**src/rtl/ila_buffer_reader_pkg.sv**
```systemverilog
// Shared state encoding and credit helper for the ILA sample-buffer read-out engine.
package ila_buffer_reader_pkg;

    localparam logic [1:0] ST_IDLE  = 2'd0;
    localparam logic [1:0] ST_READ  = 2'd1;
    localparam logic [1:0] ST_DRAIN = 2'd2;

    typedef enum logic [1:0] {
        IDLE  = ST_IDLE,
        READ  = ST_READ,
        DRAIN = ST_DRAIN
    } state_e;

    localparam int FIFO_DEPTH = 2;

    // Samples that will sit in the output FIFO next cycle must stay below its depth.
    function automatic logic hasCredit(input logic [1:0] occ,
                                       input logic       inFlight,
                                       input logic       pop);
        logic [2:0] pending;
        pending = {1'b0, occ} + {2'b00, inFlight} - {2'b00, pop};
        return pending < 3'(FIFO_DEPTH);
    endfunction

endpackage

```
**src/rtl/ila_buffer_reader_skid_fifo.sv**
```systemverilog
// Two-entry FIFO holding {last, data} between the sample RAM and the output stream.
module ila_skid_fifo #(
    parameter int WIDTH = 33
) (
    input  logic             clk_i,
    input  logic             rst_i,
    input  logic             push_i,
    input  logic [WIDTH-1:0] wdata_i,
    input  logic             pop_i,
    output logic [WIDTH-1:0] rdata_o,
    output logic [1:0]       occ_o
);

    logic [WIDTH-1:0] mem_q [2];
    logic             wrPtr_q;
    logic             wrPtr_d;
    logic             rdPtr_q;
    logic             rdPtr_d;
    logic [1:0]       occ_q;
    logic [1:0]       occ_d;
    logic             doPop;

    always_comb begin
        doPop   = pop_i && (occ_q != 2'd0);
        wrPtr_d = wrPtr_q ^ push_i;
        rdPtr_d = rdPtr_q ^ doPop;
        occ_d   = occ_q;
        if (push_i && !doPop) begin
            occ_d = occ_q + 2'd1;
        end else if (!push_i && doPop) begin
            occ_d = occ_q - 2'd1;
        end
    end

    always_ff @(posedge clk_i) begin
        if (rst_i) begin
            wrPtr_q <= 1'b0;
            rdPtr_q <= 1'b0;
            occ_q   <= 2'd0;
        end else begin
            wrPtr_q <= wrPtr_d;
            rdPtr_q <= rdPtr_d;
            occ_q   <= occ_d;
        end
    end

    // Storage is cleared on reset so the exposed head reads as zero.
    always_ff @(posedge clk_i) begin
        if (rst_i) begin
            mem_q[0] <= '0;
            mem_q[1] <= '0;
        end else if (push_i) begin
            mem_q[wrPtr_q] <= wdata_i;
        end
    end

    assign rdata_o = mem_q[rdPtr_q];
    assign occ_o   = occ_q;

endmodule

```
**src/rtl/ila_buffer_reader.sv**
```systemverilog
// Reads a wrapping window out of the circular ILA sample RAM and streams it out valid/ready.
module ila_buffer_reader
    import ila_buffer_reader_pkg::*;
#(
    parameter int DATA_W = 32,
    parameter int ADDR_W = 10
) (
    input  logic              clk_i,
    input  logic              rst_i,
    input  logic              start_i,
    input  logic [ADDR_W-1:0] base_addr_i,
    input  logic [ADDR_W:0]   count_i,
    output logic              busy_o,
    output logic              done_o,
    output logic              mem_ren_o,
    output logic [ADDR_W-1:0] mem_addr_o,
    input  logic [DATA_W-1:0] mem_rdata_i,
    output logic [DATA_W-1:0] data_o,
    output logic              valid_o,
    input  logic              ready_i,
    output logic              last_o
);

    localparam logic [ADDR_W:0]   CNT_ONE  = 1;
    localparam logic [ADDR_W-1:0] ADDR_ONE = 1;

    state_e            state_q;
    state_e            state_d;
    logic [ADDR_W-1:0] addr_q;
    logic [ADDR_W-1:0] addr_d;
    logic [ADDR_W:0]   count_q;
    logic [ADDR_W:0]   count_d;
    logic [ADDR_W:0]   issueCnt_q;
    logic [ADDR_W:0]   issueCnt_d;
    logic [ADDR_W:0]   deliverCnt_q;
    logic [ADDR_W:0]   deliverCnt_d;
    logic              inFlight_q;
    logic              done_q;
    logic              done_d;
    logic              memRen;

    logic              fifoPush;
    logic              fifoPop;
    logic              pushLast;
    logic [DATA_W:0]   fifoHead;
    logic [1:0]        fifoOcc;

    // Only data belonging to a read issued last cycle is ever captured.
    assign fifoPush = inFlight_q;
    assign pushLast = (deliverCnt_q == (count_q - CNT_ONE));
    assign valid_o  = (fifoOcc != 2'd0);
    assign fifoPop  = valid_o && ready_i;

    ila_skid_fifo #(
        .WIDTH(DATA_W + 1)
    ) u_fifo (
        .clk_i  (clk_i),
        .rst_i  (rst_i),
        .push_i (fifoPush),
        .wdata_i({pushLast, mem_rdata_i}),
        .pop_i  (fifoPop),
        .rdata_o(fifoHead),
        .occ_o  (fifoOcc)
    );

    always_comb begin
        state_d      = state_q;
        addr_d       = addr_q;
        count_d      = count_q;
        issueCnt_d   = issueCnt_q;
        deliverCnt_d = deliverCnt_q;
        done_d       = 1'b0;
        memRen       = 1'b0;

        if (fifoPush) begin
            deliverCnt_d = deliverCnt_q + CNT_ONE;
        end

        case (state_q)
            IDLE: begin
                if (start_i) begin
                    addr_d       = base_addr_i;
                    count_d      = count_i;
                    issueCnt_d   = '0;
                    deliverCnt_d = '0;
                    if (count_i != '0) begin
                        state_d = READ;
                    end else begin
                        done_d = 1'b1;
                    end
                end
            end
            READ: begin
                if (hasCredit(fifoOcc, inFlight_q, fifoPop)) begin
                    memRen     = 1'b1;
                    addr_d     = addr_q + ADDR_ONE;
                    issueCnt_d = issueCnt_q + CNT_ONE;
                    if (issueCnt_d == count_q) begin
                        state_d = DRAIN;
                    end
                end
            end
            DRAIN: begin
                // Handing off the tagged final beat is what ends the window.
                if (fifoPop && fifoHead[DATA_W]) begin
                    state_d = IDLE;
                    done_d  = 1'b1;
                end
            end
            default: begin
                state_d = IDLE;
            end
        endcase
    end

    always_ff @(posedge clk_i) begin
        if (rst_i) begin
            state_q      <= IDLE;
            addr_q       <= '0;
            count_q      <= '0;
            issueCnt_q   <= '0;
            deliverCnt_q <= '0;
            inFlight_q   <= 1'b0;
            done_q       <= 1'b0;
        end else begin
            state_q      <= state_d;
            addr_q       <= addr_d;
            count_q      <= count_d;
            issueCnt_q   <= issueCnt_d;
            deliverCnt_q <= deliverCnt_d;
            inFlight_q   <= memRen;
            done_q       <= done_d;
        end
    end

    assign busy_o     = (state_q != IDLE);
    assign done_o     = done_q;
    assign mem_ren_o  = memRen;
    assign mem_addr_o = addr_q;
    assign data_o     = fifoHead[DATA_W-1:0];
    assign last_o     = fifoHead[DATA_W];

endmodule

```
**config.mk**
```make
export PLATFORM = sky130hd
export DESIGN_NAME = ila_buffer_reader
export DESIGN_NICKNAME = d
export VERILOG_FILES = /design/src/rtl/ila_buffer_reader_pkg.sv /design/src/rtl/ila_buffer_reader_skid_fifo.sv /design/src/rtl/ila_buffer_reader.sv
export SDC_FILE = /design/constraint.sdc
export NUM_CORES = 1
export LEC_CHECK = 0
export BUFFER_PORTS_ARGS = -buffer_cell sky130_fd_sc_hd__buf_2
export CORE_ASPECT_RATIO = 1.25
export CORE_MARGIN = 3
export CORE_UTILIZATION = 35
export CTS_CLUSTER_DIAMETER = 100
export DETAILED_ROUTE_END_ITERATION = 10
export PLACE_DENSITY_LB_ADDON = 0.05
export SLEW_MARGIN = 20
export SYNTH_ARGS = -nofsm -noshare
export SYNTH_HDL_FRONTEND = slang
export SYNTH_HIERARCHICAL = 1
export SYNTH_SLANG_ARGS = --single-unit
```
**constraint.sdc**
```tcl
create_clock -name clk_i -period 3.2 [get_ports clk_i]
set_input_delay 0.48 -clock clk_i [delete_from_list [all_inputs] [get_ports clk_i]]
set_output_delay 0.48 -clock clk_i [all_outputs]
set_load 0.01 [all_outputs]
```
==> metrics.cfg <==
[timing]
fin_skew_ps = 4.08
tightestPinTransition_ps = 971
layout_min_cycle_time_ps = 2930
finalMaxSlewViolations = 0
fmax_mhz = 341
tns_ps = 0
relSlewSlack_pct = 35.3
grt_setup_unrepaired = false
min_period_over_period_pct = 91.6
setup_viol = 0
final_hold_viol_count = 0

[floorplan]
die-height_um = 152
initial_utilization_pct = 36.4
core-area_um2 = 16500
row_count = 52
ioPinCount = 104
die_x_um = 123
die_area_um2 = 18700

[synth]
synth_fa_ha_area_share_pct = 1.38
synth-xor-area-share_pct = 5.99
synth_fp_nets = 639
synth.distinct_cells = 69
yosys-mux-area-fraction_pct = 6.97
synth_cells = 576
ys_ff_latch = 117
syn_area_um2 = 5990
syn-mean-instance-area_um2 = 10.4
synth_edf_count = 66
synth_warnings = 6
synth-seq-area-share_pct = 50.1
async_flop_share_pct = 0
synth-compound-area-share_pct = 9.17
synth_top_family_by_area = simple AND/OR/NAND/NOR gates
synth-simple-area-share_pct = 22.7
synth_ff_type = edfxtp_1

[finish]
final_area_um2 = 7260
final_layout_size_suffix_gt1_share_pct = 33.4
area_growth_pct = 21.2
diodes = 0
fin_nets = 743
instances_no_fill = 908

[clocking]
cts.path.max_buffers = 2
clk_pin_slew_ps = 50
clockRootBuffer = clkbuf_16
clk_latency_ps = 400
ctsResizeCount = 0
cts_tree = built
cts_max_level = 4
cts_buffers = 17
cts_setup_buffers = 0
clock-sinks = 117
cts_hold_buf = 0

[place]
place.gp.congestion = 0.822
io_buffers = 103
dpl_cell_area_um2 = 6710
hpwl_um = 9750
place_inst = 877

[worst_setup_path]
endpoint = mem_ren_o
end_kind = primary output
crit_arrival_ps = 2450
r2r_start = u_fifo/occ_o[0]$_SDFFE_PP0P_
critPathLaunchType = flip-flop
worstSetupPathType = reg2out
r2r_cells = 10
cp_max_fo = 7
setup.worst_path.start = u_fifo/occ_o[0]$_SDFFE_PP0P_
crit_required_ps = 2720
rr_endpoint = state_q[0]$_SDFFE_PP0P_
rrSetupSlack_ps = 290

[global_routing]
grt_max_degree = 34
grt_pass1_vias = 4732
overflow = 0
antenna_found_initial = 0
grt_pass1_wl_um = 23700
grt_util_all_layers_pct = 16.0

[flow_run]
maxCapViolCount = 0

[pwr]
p_leak_nw = 2.99
ir_worst_vdd_uv = 267
finalPower_mw = 4.79
power_density_nw_per_um2 = 659

[detailed_routing]
ant_nets = 0
vias_per_cell = 5.03
drc_errors = 0
drt_pre_antenna_iters = 5
dr_total_vias = 4567
avgRoutedWirePerCell_um = 15.7
routed_wl_um = 14200
drtIter0Drc = 225

[hold_path]
hp-class = in2reg

[status]
status = finished, final reports clean

-- worst min-delay path by stage --
stage	to	start	cells past startpoint	slack, ps
after floorplan	issueCnt_q[10]$_SDFFE_PP0P_	issueCnt_q[10]$_SDFFE_PP0P_	1	460
after global placement	issueCnt_q[10]$_SDFFE_PP0P_	issueCnt_q[10]$_SDFFE_PP0P_	1	480
after detailed placement	issueCnt_q[10]$_SDFFE_PP0P_	issueCnt_q[10]$_SDFFE_PP0P_	1	470
after CTS	count_q[7]$_SDFFE_PP0P_	count_i[7]	3	310
after global routing	count_q[7]$_SDFFE_PP0P_	count_i[7]	3	320
final	count_q[7]$_SDFFE_PP0P_	count_i[7]	3	330
-- cells by family (layout without fill, tap and decap cells) --
kind of cell    Yosys count  in the layout
buf+inv                  45            161
compound gates           89             89
mux                      37             37
flops                   117            117
fa+ha+maj                 6              6
xor+xnor                 41             41
simple gates            241            241
-- sequential cells by signal (all words and copies together), names as in the netlist --
register and count:
u_fifo/occ_o 2, u_fifo/wrPtr_q 1, issueCnt_q 11, deliverCnt_q 11, done_o 1, u_fifo/mem_q 66
count_q 11, fifoPush 1, state_q 2, mem_addr_o 10, u_fifo/rdPtr_q 1
-- power by group --
group	internal, mW	leakage (nW)	switching, mW
sequential	1.78	1.10	0.105
clock	1.13	0.273	0.639
combinational	0.497	1.62	0.643
total	3.40	2.99	1.39
-- through the flow --
step           worst slack [ps]  utilization, %  hold WS, ps
6_report                    270            44.1          327
5_1_grt                    39.0            44.1          320
4_1_cts                     192            44.1          309
3_5_place_dp                122            40.8          475
3_3_place_gp                225            40.8          476
2_1_floorplan               460               -          457
-- critical path: stages (launching register included) --
cell	delay, ps
dfxtp_1	320
o21a_1	210
nor2b_1	230
o21ai_0	140
fa_1	390
xnor2_1	310
nand3_2	200
inv_1	110
buf_2	130
-- cells in the mapped netlist, types with 4 or more instances --
cell / n / area, um2
edfxtp_1: 66 / 1980
buf_2: 6 / 30.0
nor3_1: 14 / 70.1
nor4_1: 4 / 25.0
clkbuf_1: 13 / 48.8
nand3_1: 12 / 60.1
nor2b_1: 4 / 25.0
ha_1: 5 / 62.6
xor2_1: 23 / 201
dfxtp_1: 51 / 1020
clkbuf_2: 5 / 25.0
nand4_1: 6 / 37.5
and3_1: 7 / 43.8
buf_6: 4 / 45.0
o31ai_1: 5 / 37.5
o21ai_0: 22 / 110
nand2_1: 49 / 184
a21oi_1: 35 / 175
inv_1: 11 / 41.3
nor2_1: 46 / 173
xnor2_1: 18 / 158
and2_2: 28 / 210
mux2_2: 34 / 383
and2_1: 41 / 257
a31oi_1: 4 / 25.0
-- layer usage --
metal | track usage (%) | wire length, um
met3 | 3.56 | 549
met5 | 0 | 0
met4 | 5.70 | 231
met1 | 19.5 | 6250
met2 | 27.5 | 7200
-- cell usage in the layout (no fill, tap or decap), types with 15 or more instances in the layout --
cell type  instances
mux2_2            34
nand2_1           49
buf_4             15
and2_1            41
clkbuf_16         17
dfxtp_1           51
a21oi_1           35
buf_2            103
xnor2_1           18
o21ai_0           22
xor2_1            23
and2_2            28
nor2_1            46
edfxtp_1          66
-- layout make-up --
type | count | area [um2]
flip-flops and latches | 117 | 3000
clock inverters | 12 | 114
repair buffers | 118 | 628
inverters | 12 | 45.0
multi-input cells | 414 | 2770
clock buffers | 19 | 433
well taps | 216 | 270
fillers | 1629 | 9200
Power figures use the tool's default switching activity.
